$ cat src/rtl/popcount_seq_ctrl_if.sv
`default_nettype none
// =============================================================================
// Module   : popcount_seq_ctrl_if
// Brief    : Request/result handshake bundle for the sequential popcount block.
// Revision : 1.0
// =============================================================================
interface popcount_seq_ctrl_if #(
    parameter int NSLICE = 8
);
    localparam int W  = 7 * NSLICE;
    localparam int LW = $clog2(NSLICE + 1);
    localparam int CW = $clog2(7 * NSLICE + 1);

    logic          in_valid;
    logic          in_ready;
    logic [W-1:0]  in_data;
    logic [LW-1:0] in_len;
    logic          out_valid;
    logic          out_ready;
    logic [CW-1:0] out_count;
    logic          busy;

    modport master (
        output in_valid, in_data, in_len, out_ready,
        input  in_ready, out_valid, out_count, busy
    );

    modport slave (
        input  in_valid, in_data, in_len, out_ready,
        output in_ready, out_valid, out_count, busy
    );
endinterface
`default_nettype wire

$ cat src/rtl/popcount_seq_ctrl.sv
`default_nettype none
// =============================================================================
// Module   : popcount_seq_ctrl
// Brief    : Counts set bits in the low L 7-bit slices of a word, one slice/clock.
// Revision : 1.0
// =============================================================================
module popcount_seq_ctrl #(
    parameter int NSLICE = 8
) (
    input  wire                clk,
    input  wire                rst_n,
    popcount_seq_ctrl_if.slave bus
);
    localparam int W  = 7 * NSLICE;
    localparam int LW = $clog2(NSLICE + 1);
    localparam int CW = $clog2(7 * NSLICE + 1);

    typedef enum logic [1:0] {
        IDLE = 2'd0,
        RUN  = 2'd1,
        DONE = 2'd2
    } state_t;

    state_t        r_state;
    state_t        w_state_next;
    logic [W-1:0]  r_shift;
    logic [LW-1:0] r_remain;
    logic [CW-1:0] r_acc;

    logic          w_accept;
    logic [LW-1:0] w_len_cap;
    logic [6:0]    w_slice;
    logic [2:0]    w_pop;

    // in_ready is forced low combinationally while reset is held
    assign bus.in_ready  = rst_n && ((r_state == IDLE) || ((r_state == DONE) && bus.out_ready));
    assign w_accept      = bus.in_valid && bus.in_ready;
    assign w_len_cap     = (bus.in_len > LW'(NSLICE)) ? LW'(NSLICE) : bus.in_len;

    assign bus.out_valid = (r_state == DONE);
    assign bus.out_count = (r_state == DONE) ? r_acc : '0;
    assign bus.busy      = (r_state == RUN);

    // The single shared 7-input popcount slice
    assign w_slice = r_shift[6:0];
    always_comb begin
        w_pop = 3'd0;
        for (int i = 0; i < 7; i++) begin
            w_pop = w_pop + {2'b00, w_slice[i]};
        end
    end

    always_ff @(posedge clk) begin
        if (!rst_n) begin
            r_state <= IDLE;
        end else begin
            r_state <= w_state_next;
        end
    end

    always_comb begin
        w_state_next = r_state;
        case (r_state)
            IDLE: begin
                if (w_accept) begin
                    w_state_next = (w_len_cap == '0) ? DONE : RUN;
                end
            end
            RUN: begin
                if (r_remain == LW'(1)) begin
                    w_state_next = DONE;
                end
            end
            DONE: begin
                if (w_accept) begin
                    w_state_next = (w_len_cap == '0) ? DONE : RUN;
                end else if (bus.out_ready) begin
                    w_state_next = IDLE;
                end
            end
            default: w_state_next = IDLE;
        endcase
    end

    always_ff @(posedge clk) begin
        if (!rst_n) begin
            r_shift  <= '0;
            r_remain <= '0;
            r_acc    <= '0;
        end else if (w_accept) begin
            r_shift  <= bus.in_data;
            r_remain <= w_len_cap;
            r_acc    <= '0;
        end else if (r_state == RUN) begin
            r_shift  <= r_shift >> 7;
            r_remain <= r_remain - LW'(1);
            r_acc    <= r_acc + CW'(w_pop);
        end
    end
endmodule
`default_nettype wire
$ cat src/flat_wrapper.sv
// flat-port wrapper written by rule: the top's interface ports become plain ports
module popcount_seq_ctrl_flat 
#(
    parameter int NSLICE = 8
)
  (clk, rst_n, bus_in_valid, bus_in_data, bus_in_len, bus_out_ready, bus_in_ready, bus_out_valid, bus_out_count, bus_busy);
  popcount_seq_ctrl_if #(.NSLICE(NSLICE)) bus_i ();
  input  wire clk;
  input  wire rst_n;
  input wire logic [$bits(bus_i.in_valid)-1:0] bus_in_valid;
  input wire logic [$bits(bus_i.in_data)-1:0] bus_in_data;
  input wire logic [$bits(bus_i.in_len)-1:0] bus_in_len;
  input wire logic [$bits(bus_i.out_ready)-1:0] bus_out_ready;
  output wire logic [$bits(bus_i.in_ready)-1:0] bus_in_ready;
  output wire logic [$bits(bus_i.out_valid)-1:0] bus_out_valid;
  output wire logic [$bits(bus_i.out_count)-1:0] bus_out_count;
  output wire logic [$bits(bus_i.busy)-1:0] bus_busy;
  assign bus_i.in_valid = bus_in_valid;
  assign bus_i.in_data = bus_in_data;
  assign bus_i.in_len = bus_in_len;
  assign bus_i.out_ready = bus_out_ready;
  assign bus_in_ready = bus_i.in_ready;
  assign bus_out_valid = bus_i.out_valid;
  assign bus_out_count = bus_i.out_count;
  assign bus_busy = bus_i.busy;
  popcount_seq_ctrl #(.NSLICE(NSLICE)) u_core (.clk(clk), .rst_n(rst_n), .bus(bus_i));
endmodule
$ cat config.mk
export PLATFORM = sky130hd
export DESIGN_NAME = popcount_seq_ctrl_flat
export DESIGN_NICKNAME = d
export VERILOG_FILES = /design/src/rtl/popcount_seq_ctrl_if.sv /design/src/rtl/popcount_seq_ctrl.sv /design/src/flat_wrapper.sv
export SDC_FILE = /design/constraint.sdc
export NUM_CORES = 1
export LEC_CHECK = 0
export BUFFER_PORTS_ARGS = -buffer_cell sky130_fd_sc_hd__buf_2
export CORE_ASPECT_RATIO = 0.9
export CORE_MARGIN = 5
export CORE_UTILIZATION = 44
export DETAILED_ROUTE_END_ITERATION = 8
export PLACE_DENSITY = 0.76
export SYNTH_ARGS = -nofsm -noshare
export SYNTH_HDL_FRONTEND = slang
export SYNTH_SLANG_ARGS = --single-unit
$ cat constraint.sdc
create_clock -name clk -period 4.6 [get_ports clk]
set_input_delay 0.46 -clock clk [delete_from_list [all_inputs] [get_ports clk]]
set_output_delay 0.46 -clock clk [all_outputs]
set_load 0.01 [all_outputs]
==> run_results.csv <==
group,metric,value,unit
run_status,run_status,"finished, final reports clean",
placement,hpwlAfterDp,4.74,mm
pwr,ir_drop,214,uV
synth,ys_seq_area_share,44.6,%
timing,worstMarginPinSlew,1050,ps
worst_setup_path,r2r_start,"u_core.r_shift[1]",
route,routedWlPerCell,14.6,um
grt,grt_pass1_wl,11.2,mm
timing,grt_setup_unrepaired,"no",
clocking,cts_hold_buf,0,
timing,final-max-slew-violation-count,0,
synth,muxShareOfSynthArea,0,%
grt,grt_max_degree,49,
grt,gr-total-overflow,0,
synth,synth_common_cells,"dfxtp_1, a21o_1, a22o_1",
clocking,cts_made_buffers,9,
die,pin_count,73,
synth,synth.area.top_cells,"dfxtp_1, a22o_1, a21o_1",
synth,synth_edf_count,0,
pwr,power.density_cell_area,403,mW/mm2
worst_setup_path,r2r-end,"u_core.r_acc[4]",
clocking,clock-root-buffer,"clkbuf_8",
clocking,postCtsSetupBuffers,0,
synth,syn_area,0.00305,mm2
route,drt-pass1-iter-count,4,
cells_and_area,seqCellArea,0.00136,mm2
worst_setup_path,crit_arrival,3550,ps
synth,asyncSetResetFlopFracSynth,0,%
placement,place.gp.congestion,0.816,
synth,synth_compound_gate_area_share,31.3,%
die,die_x,97.8,um
worst_setup_path,max_stage_delay,500,ps
route,wl,6.75,mm
synth,synth-warning-count,0,
cells_and_area,instances_no_fill,462,
synth,synth-simple-area-share,10.7,%
cells_and_area,fill_cells,628,
cells_and_area,syn2layout_area_growth,20.5,%
synth,synth_top_family_by_area,"compound AO/OA/AOI/OAI gates",
timing,min_period_over_period,72.8,%
route,drc,0,
synth,synthCells,305,
synth,ys_types,38,
clocking,clk_latency,330,ps
worst_setup_path,cp_max_fo,2,
worst_setup_path,r2r_cells,14,
route,vias,2421,
synth,syn_area_per_cell,10.0,um2
worst_setup_path,crit_path_top_delay_cell,"fa_1",
timing,fmax,0.299,GHz
clocking,clkTransAtPathRegs,70,ps
timing,fin_skew,6.09,ps
die,initial_core_util,45.9,%
timing,hold_viol_final,0,
worst_setup_path,cp-end-kind,"flip-flop",
die,rows,28,
min_path,min_from,"bus_in_data[53]",
cells_and_area,multiInputGateArea,0.00152,mm2
min_path,hold_depth,3,
worst_setup_path,cp.required,4800,ps
synth,synthAdderAreaFrac,5.90,%
timing,maxSlewHeadroom,30.0,%
cells_and_area,nets,443,
timing,setup_tns,0,ps
route,drtIter0Drc,72,
pwr,p_total,1.48,mW
pwr,cellLeakagePower,1.94,nW
die,die_h,89.0,um
grt,grt_usage,16.0,%
placement,io_buffers,72,
cells_and_area,final_util,55.2,%
route,ant_nets,0,
clocking,clkSinkCount,68,
timing,finalSetupViolCount,0,
run,drv_cap,0,
synth,yosysTopAreaCellShare,44.6,%
timing,min_period,3350,ps
clocking,max-clock-path-buffers,2,
synth,synth-xor-area-share,1.72,%
grt,grt_pass1_vias,2425,
placement,placed_cells,446,
synth,synth_flop_cell,"dfxtp_1",
synth,yosysTopAreaCell,"dfxtp_1",
clocking,cts-resized-gates,0,
synth,yosysMostFrequentCell,"dfxtp_1",
cells_and_area,drive_above_1_share,25.3,%
die,coreArea,0.00666,mm2
cells_and_area,num_antenna_cells,0,
min_path,hold_path.class,"in -> reg",
synth,synth-seq-cells,68,
die,dieArea,0.00871,mm2
synth,synth_nets,381,
clocking,cts_tree,"built",
worst_setup_path,critPathKind,"reg -> reg",
worst_setup_path,crit_path_start_kind,"flip-flop",
clocking,htreeDepth,3,
worst_setup_path,r2r_slack,1250,ps
min_path,whs_endpoint,"u_core.r_shift[53]",
worst_setup_path,cp_cell_sequence,"ha_1, inv_1, fa_1, fa_1, inv_1, ha_1, inv_1, fa_1, inv_1, fa_1, a21oi_1, nor3b_1, xnor2_1, nor2_1",
grt,antenna_found_initial,0,
route,post_drt_via_cell_ratio,5.24,
[state kept, by name, indices dropped and copies added (netlist names)]
name / cells
u_core.r_shift: 56
u_core.r_acc: 6
u_core.r_remain: 4
u_core.r_state: 2
[report_power, final]
part | leakage (nW) | switching [mW] | internal, mW | total (mW)
sequential | 0.558 | 0.0260 | 0.631 | 0.657
combinational | 1.25 | 0.0935 | 0.0889 | 0.182
clock | 0.133 | 0.229 | 0.414 | 0.643
[metrics by stage]
step / hold slack (ps) / cell area, um2 / worst slack (ps)
floorplan: 426 / 3050 / 1460
global placement: 434 / 3410 / 1330
detailed placement: 440 / 3410 / 1270
CTS: 348 / 3680 / 1240
global route: 358 / 3680 / 1030
finish: 365 / 3680 / 1250
[worst max-delay path, delay by kind of cell (launching register included)]
family / cells / cell delay [ps]
fa+ha+maj: 6 / 2230
flops: 1 / 320
buf+inv: 4 / 220
xor+xnor: 1 / 170
compound gates: 1 / 160
simple gates: 2 / 130
[layout make-up]
type | count | share of cell area (%)
multi-input cells | 202 | 41.4
flip-flops and latches | 68 | 37.0
repair buffers | 73 | 10.0
clock inverters | 7 | 3.78
clock buffers | 9 | 3.37
well taps | 90 | 3.06
inverters | 13 | 1.33
[cell usage in the layout (no fill, tap or decap), types with 3 or more instances in the layout]
cell type  netlist  final
nand3_1          9      9
bufinv_16        0      4
o21ai_0          3      3
buf_2           11     72
o22ai_1          3      3
a22o_1          48     48
ha_1             8      8
xnor2_1          6      6
fa_1             4      4
inv_1           12     12
a21oi_1         10     10
dfxtp_1         68     68
nand2b_1         3      3
nor3b_1          4      4
and2_1           6      6
clkbuf_8         0      9
nand2_1         16     16
a21o_1          48     48
nor2_1           7      7
a21boi_0         5      5
[how the worst max path moves through the flow]
| stage | from | depth (start not counted) | endpoint |
|---|---|---|---|
| after floorplan | u_core.r_shift[0] | 14 | u_core.r_acc[4] |
| after global placement | u_core.r_shift[0] | 14 | u_core.r_acc[4] |
| after detailed placement | u_core.r_shift[1] | 14 | u_core.r_acc[4] |
| after CTS | u_core.r_shift[1] | 14 | u_core.r_acc[4] |
| after global routing | u_core.r_shift[1] | 14 | u_core.r_acc[4] |
| final | u_core.r_shift[1] | 14 | u_core.r_acc[4] |
[logic make-up after synthesis]
logic type | count (synthesis)
AOI/OAI and AO/OA | 124
xor gates and xnor gates | 6
adders and majority gates | 12
buffers and inverters | 35
DFF | 68
and+or+nand+nor | 60
[metal layers]
layer / global-route usage [%] / vias to the layer above / routed length [um]
met2: 26.4 / 55 / 3120
met3: 6.40 / 8 / 479
met4: 5.28 / 0 / 76
met1: 19.3 / 1129 / 3070
met5: 0 / - / 0
li1: - / 1229 / -
Power figures use the tool's default switching activity.
